**src/rtl/dmem_arbiter_pkg.sv**
```systemverilog
// Shared encodings and default widths for the two-port data RAM arbiter.
package dmem_arbiter_pkg;

    localparam int DEF_AW     = 32;
    localparam int DEF_DW     = 32;
    localparam int DEF_RAM_AW = 10;

    typedef enum logic {
        ST_IDLE   = 1'b0,
        ST_ACCESS = 1'b1
    } state_t;

    typedef enum logic [1:0] {
        OWN_NONE = 2'b00,
        OWN_P0   = 2'b01,
        OWN_P1   = 2'b10
    } owner_t;

endpackage

```
**src/rtl/dmem_arb_pick.sv**
```systemverilog
// Combinational winner select for the data RAM arbiter.
// DMEM_ARB_RR_EN selects round-robin tie-break; otherwise p0 wins ties.
module dmem_arb_pick (
    input  logic [1:0] req,
    input  logic [1:0] mask,
    input  logic       last,
    output logic [1:0] grant
);

    logic [1:0] cand;
    assign cand = req & ~mask;

    always_comb begin
        grant = cand;
        if (cand == 2'b11) begin
`ifdef DMEM_ARB_RR_EN
            // last=1 means p1 was served last, so p0 takes the tie
            grant = last ? 2'b01 : 2'b10;
`else
            grant = 2'b01;
`endif
        end
    end

`ifndef DMEM_ARB_RR_EN
    logic unused_last;
    assign unused_last = last;
`endif

endmodule

```
**src/rtl/dmem_arbiter.sv**
```systemverilog
// Two-port arbiter sharing the single-port data RAM between CPU (p0) and debug/loader (p1).
// Build option DMEM_ARB_RR_EN: round-robin tie-break in IDLE instead of fixed p0 priority.
//
// state     | meaning
// ST_IDLE   | no command on the RAM; arbitrate incoming requests
// ST_ACCESS | latched request driven to the RAM, owner acked; re-arbitrate with owner masked
import dmem_arbiter_pkg::*;

module dmem_arbiter #(
    parameter int AW     = DEF_AW,
    parameter int DW     = DEF_DW,
    parameter int RAM_AW = DEF_RAM_AW
) (
    input  logic              clk,
    input  logic              rst,
    input  logic              p0_req,
    input  logic              p0_wen,
    input  logic [AW-1:0]     p0_addr,
    input  logic [DW-1:0]     p0_wdata,
    output logic              p0_ack,
    output logic              p0_rvalid,
    output logic [DW-1:0]     p0_rdata,
    input  logic              p1_req,
    input  logic              p1_wen,
    input  logic [AW-1:0]     p1_addr,
    input  logic [DW-1:0]     p1_wdata,
    output logic              p1_ack,
    output logic              p1_rvalid,
    output logic [DW-1:0]     p1_rdata,
    output logic              ram_en,
    output logic              ram_wen,
    output logic [RAM_AW-1:0] ram_addr,
    output logic [DW-1:0]     ram_wdata,
    input  logic [DW-1:0]     ram_rdata,
    output logic [1:0]        arb_owner
);

    state_t              state_q, state_d;
    owner_t              owner_q, owner_d;
    logic                wen_q, wen_d;
    logic [RAM_AW-1:0]   addr_q, addr_d;
    logic [DW-1:0]       wdata_q, wdata_d;
    logic [1:0]          grant;
    logic [1:0]          rd_pend_q;
    logic [DW-1:0]       hold0_q, hold1_q;
    logic                last_p1;

    logic unused_addr;
    assign unused_addr = ^{p0_addr[AW-1:RAM_AW+2], p0_addr[1:0],
                           p1_addr[AW-1:RAM_AW+2], p1_addr[1:0]};

    // owner_q is OWN_NONE whenever IDLE, so it doubles as the ACCESS-state mask
    dmem_arb_pick u_pick (
        .req   ({p1_req, p0_req}),
        .mask  (owner_q),
        .last  (last_p1),
        .grant (grant)
    );

`ifdef DMEM_ARB_RR_EN
    always_ff @(posedge clk or posedge rst) begin
        if (rst)
            last_p1 <= 1'b1;
        else if (|grant)
            last_p1 <= grant[1];
    end
`else
    assign last_p1 = 1'b1;
`endif

    always_comb begin
        state_d = state_q;
        owner_d = owner_q;
        wen_d   = wen_q;
        addr_d  = addr_q;
        wdata_d = wdata_q;
        if (grant[0]) begin
            state_d = ST_ACCESS;
            owner_d = OWN_P0;
            wen_d   = p0_wen;
            addr_d  = p0_addr[RAM_AW+1:2];
            wdata_d = p0_wdata;
        end else if (grant[1]) begin
            state_d = ST_ACCESS;
            owner_d = OWN_P1;
            wen_d   = p1_wen;
            addr_d  = p1_addr[RAM_AW+1:2];
            wdata_d = p1_wdata;
        end else begin
            state_d = ST_IDLE;
            owner_d = OWN_NONE;
        end
    end

    always_ff @(posedge clk or posedge rst) begin
        if (rst) begin
            state_q   <= ST_IDLE;
            owner_q   <= OWN_NONE;
            wen_q     <= 1'b0;
            addr_q    <= '0;
            wdata_q   <= '0;
            rd_pend_q <= '0;
            hold0_q   <= '0;
            hold1_q   <= '0;
        end else begin
            state_q   <= state_d;
            owner_q   <= owner_d;
            wen_q     <= wen_d;
            addr_q    <= addr_d;
            wdata_q   <= wdata_d;
            rd_pend_q <= {p1_ack & ~wen_q, p0_ack & ~wen_q};
            if (rd_pend_q[0])
                hold0_q <= ram_rdata;
            if (rd_pend_q[1])
                hold1_q <= ram_rdata;
        end
    end

    assign ram_en    = (state_q == ST_ACCESS);
    assign ram_wen   = ram_en & wen_q;
    assign ram_addr  = addr_q;
    assign ram_wdata = wdata_q;
    assign arb_owner = ram_en ? owner_q : OWN_NONE;
    assign p0_ack    = ram_en && (owner_q == OWN_P0);
    assign p1_ack    = ram_en && (owner_q == OWN_P1);
    assign p0_rvalid = rd_pend_q[0];
    assign p1_rvalid = rd_pend_q[1];
    assign p0_rdata  = rd_pend_q[0] ? ram_rdata : hold0_q;
    assign p1_rdata  = rd_pend_q[1] ? ram_rdata : hold1_q;

endmodule

```
**config.mk**
```make
export PLATFORM = sky130hd
export DESIGN_NAME = dmem_arbiter
export DESIGN_NICKNAME = d
export VERILOG_FILES = /design/src/rtl/dmem_arbiter_pkg.sv /design/src/rtl/dmem_arb_pick.sv /design/src/rtl/dmem_arbiter.sv
export SDC_FILE = /design/constraint.sdc
export NUM_CORES = 1
export LEC_CHECK = 0
export BUFFER_PORTS_ARGS = -buffer_cell sky130_fd_sc_hd__buf_2
export CORE_AREA = 2 2 115 117
export CTS_CLUSTER_DIAMETER = 120
export DETAILED_ROUTE_END_ITERATION = 7
export DIE_AREA = 0 0 117 119
export PLACE_DENSITY = 0.81
export SYNTH_ARGS = -nofsm -noshare
export SYNTH_HDL_FRONTEND = slang
export SYNTH_SLANG_ARGS = --single-unit
```
**constraint.sdc**
```tcl
create_clock -name clk -period 4.2 [get_ports clk]
set_input_delay 1.05 -clock clk [delete_from_list [all_inputs] [get_ports clk]]
set_output_delay 1.05 -clock clk [all_outputs]
set_load 0.05 [all_outputs]
```
# == After elaboration in Yosys (flattened, before gate mapping) ==
# Index checks and enable logic that the tools add are counted.
# totals
ff_bits,112
inputBits,166
word_cells,34
# op_classes
eq_ne,3
mux,14
bitwise,6
n_reduce_logical,3
# op_table
op,count
2-to-1 mux 32 bit,4
2-to-1 mux 10 bit,2
2-to-1 mux 2 bit,4
"equality test 2 bit, second input constant",2
2-to-1 mux 1 bit,4
bitwise AND 1 bit,3
bitwise AND 2 bit,1
"equality test 2 x 1 -> 1 bit, second input constant",1
logical AND 1 bit,2
inverter 2 bit,1
nonzero test 2 bit,1
inverter 1 bit,1

# == Depth between registers and ports, before layout ==
# Gate-level depths: netlist of the first run.
# logic_depth
depth_word,6
mapped_depth,5

# == By module ==
# Synthesis of the first run repeated with hierarchy kept, for this count alone.
# unflattened
hier_cells,343
hier_area_um2,4677.0
# by_module_without_submodules
mod,n_inst,cells_per_inst,area_each_um2
dmem_arbiter,1,341,4650.7
dmem_arb_pick,1,2,26.3

# == Worst setup path after synthesis of the first run ==
# Ideal clock, no wire load.
# synth_path
path_kind,reg-to-output
from,register rd_pend_q[1]
to,output p1_rdata[2]
arrival_ps,1598
required_ps,3150
slack_ps,1552
stages_incl_launch_ff,4
n_path_buf,2
cell_sequence,dfrtp_1 clkbuf_1 buf_2 mux2_1
# synth_via
elab_chain_cells,1
# synth_rtl
element,line,source
start: declaration,dmem_arbiter.sv:44,logic [1:0] rd_pend_q;
start signal: assignment,dmem_arbiter.sv:111,"rd_pend_q <= {p1_ack & ~wen_q, p0_ack & ~wen_q};"
2-to-1 mux 32 bit,--,
end: declaration,dmem_arbiter.sv:29,"output logic [DW-1:0] p1_rdata,"
# No other way between the ends.

# == Worst setup path after layout of the first run ==
# layout_path
from,register rd_pend_q[1]
to,output p1_rdata[8]
# Same word-level chain as after synthesis.

==> flow_metrics.tcl, run 1 <==
set metrics [dict create \
    end_kind "output pin" \
    syn_avg_cell_area_sq_um 17.1 \
    final_cell_mix "buf_2 (235), dfrtp_1 (112), mux2_4 (78)" \
    final_common_cell "buf_2" \
    place.gp.congestion 0.760 \
    slew_headroom_pct 53.2 \
    synth_top_family_by_area "multiplexers" \
    nets 695 \
    hold_viol_final 0 \
    fmax_mhz 363 \
    worst-setup-path-type "reg -> out" \
    p_switching_mw 2.00 \
    grt_pass1_wl_um 16400 \
    cp_max_fo 33 \
    num_antenna_cells 0 \
    rows 42 \
    ys_seq_area_share_pct 55.9 \
    ir_drop_mv 0.235 \
    intPower_mw 2.59 \
    grt_pass1_vias 3454 \
    viasPerCell 4.59 \
    hold_buffers 0 \
    clk_pin_slew_worst_paths_ps 70 \
    yosys_warnings 0 \
    cts.sinks 112 \
    drc 0 \
    power.leakage_nw 3.49 \
    root_buffer "clkbuf_16" \
    maxSlewViolCount 0 \
    drtIter0Drc 103 \
    overflow 0 \
    required_ps 3150 \
    grt_max_degree 59 \
    cp.arrival_ps 1700 \
    ios 280 \
    place_hpwl_um 7950 \
    clk_latency_ps 340 \
    cts_made_buffers 9 \
    dpl.cell_count 694 \
    worst_hold_path_type "reg -> reg" \
    start_util_pct 39.0 \
    comb_power_share_pct 46.3 \
    antenna_found_initial 0 \
    netlist_instances 294 \
    cts_tree "done" \
    drt-total-wl_um 10400 \
    synth-xor-area-share_pct 0 \
    clk_path_buf_depth 2 \
    gr-usage-all-layers_pct 15.1 \
    clock_power_share_pct 21.3 \
    tightest_slew_ps 702 \
    dieWidth_um 117 \
    synthSimpleGateAreaFrac_pct 1.22 \
    dieArea_sq_um 13900 \
    swShare_pct 43.6 \
    first_pass_iters 4 \
    area_growth_syn_to_layout_pct 33.0 \
    numPortBuffers 235 \
    syn_nets 460 \
    setup_violations 0 \
    synth_compound_area_share_pct 0 \
    finalCritPeriodShare_pct 65.5 \
    synth_fa_ha_area_share_pct 0 \
    cts_resized 0 \
    die_h_um 119 \
    syn_area_sq_um 5010 \
    final-instance-count-excl-fill 710 \
    power_frac_seq_pct 32.4 \
    outcome "completed" \
    design.core.area_sq_um 12900 \
    drive_gt1_share_pct 75.3 \
    powerDensity_nw_per_um2 688 \
    rsz0062_at_grt "false" \
    startpoint_type "register" \
    reg2reg_setup_slack_ps 2210 \
    min_period_ps 2750 \
    ys_seq_elements 112 \
    postCtsSetupBuffers 0 \
    skew_ps 9.69 \
    routedWlPerCell_um 14.6 \
    htreeDepth 3 \
    cap_violations 0 \
    synth_cell_types 16 \
    finalSetupTns_ps 0 \
    synthMuxAreaShare_pct 39.5 \
    num_vias 3259 \
    drtAntennaViolNets 0 \
]
power groups by stage:
| stage | logic, mW | registers [mW] | clock network (mW) |
|---|---|---|---|
| 6_report | 2.12 | 1.49 | 0.979 |
| 3_5_place_dp | 2.15 | 1.51 | 0 |
| 2_1_floorplan | 1.48 | 1.72 | 0 |
| 5_1_grt | 2.23 | 1.52 | 1.05 |
| 4_1_cts | 2.15 | 1.49 | 1.01 |
| 3_3_place_gp | 2.11 | 1.49 | 0 |
registers in the layout, summed over array words and instances, names as in the netlist:
register / count
owner_q: 2
ram_addr: 10
hold0_q: 32
ram_en: 1
wen_q: 1
hold1_q: 32
ram_wdata: 32
rd_pend_q: 2
through the flow:
stage                     hold slack (ps)  power (mW)  worst slack [ps]  cell area (sq um)  util, %
after global placement                463        3.60              1480               6320     49.1
after CTS                             487        4.64              1390               6670     51.8
after detailed placement              471        3.65              1440               6320     49.1
final                                 480        4.59              1450               6670     51.8
after floorplan                       445        3.20               191               5010        -
after global routing                  505        4.81              1330               6670     51.8
layout make-up:
class | instances | area, sq um
Timing Repair Buffer | 241 | 1230
Inverter | 4 | 17.5
Tap cell | 176 | 220
Multi-Input combinational cell | 161 | 2040
Clock buffer | 10 | 239
Fill cell | 1075 | 6200
Sequential cell | 112 | 2800
Clock inverter | 6 | 115
Yosys cell counts, drive strengths merged:
cell      n  share of area [%]
dfrtp   112                 56
nor2      3               0.22
inv       4               0.30
and2      1               0.12
mux2    150                 40
buf      15                2.9
nor3      2               0.20
nand2b    2               0.40
nand2     3               0.27
clkbuf    2               0.15
worst max-delay path: stages (launching register included):
cell,delay [ps]
dfrtp_1,330
buf_4,390
mux2_2,400
buf_2,220
cell families after synthesis:
| logic type | Yosys count |
|---|---|
| AND/OR/NAND/NOR | 11 |
| flip-flops | 112 |
| multiplexers | 150 |
| buffers and inverters | 21 |
worst paths after layout:
kind	cells after the start	to	startpoint
setup / recovery	3	p1_rdata[8]	rd_pend_q[1]
hold / removal	1	hold0_q[25]	hold0_q[25]
setup reg to reg	4	ram_addr[5]	owner_q[0]
hold reg to reg	1	hold0_q[25]	hold0_q[25]
max in group asynchronous	3	hold1_q[1]	rst
min in group asynchronous	2	hold0_q[17]	rst
per-layer routing:
| layer | up-vias | global-route usage, % | wire [um] |
|---|---|---|---|
| met5 | - | 0 | 0 |
| met4 | 0 | 6.40 | 194 |
| met3 | 15 | 3.97 | 780 |
| met2 | 152 | 26.2 | 5200 |
| met1 | 1591 | 17.5 | 4210 |
| li1 | 1501 | - | - |
No activity file was read; power rests on OpenSTA's default activity.
==> inputs of run 2 (changes only) <==
CORE_AREA = 2 2 109 111   (was 2 2 115 117)
DIE_AREA = 0 0 111 113   (was 0 0 117 119)
PLACE_DENSITY = 0.85   (was 0.81)
clock period = 2.73 ns   (was 4.2 ns; I/O delays follow)
==> run 2 against run 1 <==
  * Worst hold slack improved by 1.2 ps
  * Critical path depth is the same
  * Die area is 9.9% lower
  * Core utilization grew 6.5 points
  * Via count decreased by 0.46%
  * Clock-buffer cell count rose by 3
  * Clock skew is 1.0 ps higher
  * Clock power increased by 27%
  * Routed wire length rose by 3.6%
  * Sequential power rose by 54%
  * Power is 49% higher
  * Combinational power grew 55%
  * Largest cell class unchanged
  * Largest power group unchanged
==> flow_metrics.tcl, run 2 (same netlist as run 1, synthesis figures left out) <==
set metrics [dict create \
    outcome "completed" \
    fill_cells 912 \
    grt_busiest_layer "met2" \
    place.gp.congestion 0.778 \
    required_ps 2050 \
    ir_drop_mv 0.731 \
    numPortBuffers 235 \
    cts_tree "done" \
    routedWlPerCell_um 15.9 \
    start_util_pct 44.5 \
    worst_hold_path_type "reg -> reg" \
    power.leakage_nw 3.46 \
    tightest_slew_ps 595 \
    first_pass_iters 4 \
    grt_use_met1_pct 21.2 \
    ios 280 \
    cts_resized 0 \
    antenna_found_initial 0 \
    finalCritPeriodShare_pct 88.5 \
    dieWidth_um 111 \
    maxSlewViolCount 0 \
    min_period_ps 2420 \
    rows 39 \
    hold_slack_ps 481 \
    grt_pass1_vias 3541 \
    num_antenna_cells 0 \
    drtIter0Drc 109 \
    root_buffer "clkbuf_16" \
    hold_viol_final 0 \
    drc 0 \
    die_h_um 113 \
    max_stage_delay_ps 420 \
    htreeDepth 3 \
    cts.sinks 112 \
    area_growth_syn_to_layout_pct 31.1 \
    cp_max_fo 33 \
    clk_pin_slew_worst_paths_ps 70 \
    startpoint_type "register" \
    rsz0062_at_grt "false" \
    final_area_sq_um 6580 \
    dieArea_sq_um 12500 \
    overflow 0 \
    worst-setup-path-type "reg -> out" \
    end_kind "output pin" \
    clk_latency_ps 340 \
    grt_max_degree 113 \
    gr-usage-met2_pct 30.3 \
    crit_path_top_delay_cell "mux2_2" \
    viasPerCell 4.79 \
    skew_ps 10.7 \
    final_util_pct 58.3 \
    drtAntennaViolNets 0 \
    num_vias 3244 \
    drt-total-wl_um 10800 \
    fmax_mhz 414 \
    cap_violations 0 \
    final_cell_mix "buf_2 (235), dfrtp_1 (112), mux2_4 (78)" \
    grt_pass1_wl_um 17500 \
    final_common_cell "buf_2" \
    design.core.area_sq_um 11300 \
    clk_path_buf_depth 2 \
    grtUsageMet3_pct 3.75 \
    slew_headroom_pct 60.3 \
    powerDensity_nw_per_um2 1040 \
    dpl-instance-area_sq_um 6290 \
    place_hpwl_um 8050 \
    postCtsSetupBuffers 0 \
    cp_cell_sequence "buf_4, mux2_2, buf_2" \
    finalSetupTns_ps 0 \
    pre_cts_ws_ps 637 \
    cts_made_buffers 9 \
    setup_violations 0 \
    fin_ws_ps 314 \
    nets 695 \
    cp.arrival_ps 1730 \
    drive_gt1_share_pct 74.9 \
    hold_buffers 0 \
    gr-usage-all-layers_pct 17.4 \
]
-- run 2: layout make-up --
type / instances / area (sq um) / share of cell area (%)
flip-flops and latches: 112 / 2800 / 42.6
multi-input cells: 161 / 2040 / 31.1
repair buffers: 241 / 1250 / 19.0
clock buffers: 13 / 260 / 3.96
well taps: 143 / 179 / 2.72
clock inverters: 3 / 25.0 / 0.381
inverters: 4 / 18.8 / 0.285
-- run 2: power breakdown --
group / internal [mW] / total, mW / switching (mW)
Clock: 0.675 / 1.24 / 0.568
Combinational: 0.921 / 3.28 / 2.36
Sequential: 2.14 / 2.29 / 0.154
Total: 3.73 / 6.82 / 3.08
-- run 2: worst paths after layout --
| check | startpoint | end | slack (ps) | cells after the start |
|---|---|---|---|---|
| hold / removal | owner_q[1] | rd_pend_q[0] | 480 | 1 |
| setup reg to reg | owner_q[0] | ram_addr[5] | 940 | 4 |
| min in group asynchronous | rst | hold1_q[12] | 510 | 3 |
| setup / recovery | rd_pend_q[1] | p1_rdata[6] | 310 | 3 |
| hold reg to reg | owner_q[1] | rd_pend_q[0] | 480 | 1 |
| max in group asynchronous | rst | hold0_q[10] | 1750 | 3 |
-- run 2: metrics by stage --
stage | power, mW | cells
detailed placement | 5.64 | 661
finish | 6.82 | 677
global route | 7.13 | 677
floorplan | 4.93 | 294
CTS | 6.89 | 677
global placement | 5.55 | 661
-- run 2: metal layers --
layer | part of all wire (%) | up-vias
li1 | - | 1505
met1 | 41 | 1572
met2 | 50 | 149
met3 | 6.6 | 18
met4 | 2.2 | 0
met5 | 0 | -
-- run 2: critical path: cells and delay by family, from the launching register on --
family / cells / cell delay, ps
buffers and inverters: 2 / 610
flip-flops: 1 / 330
multiplexers: 1 / 420
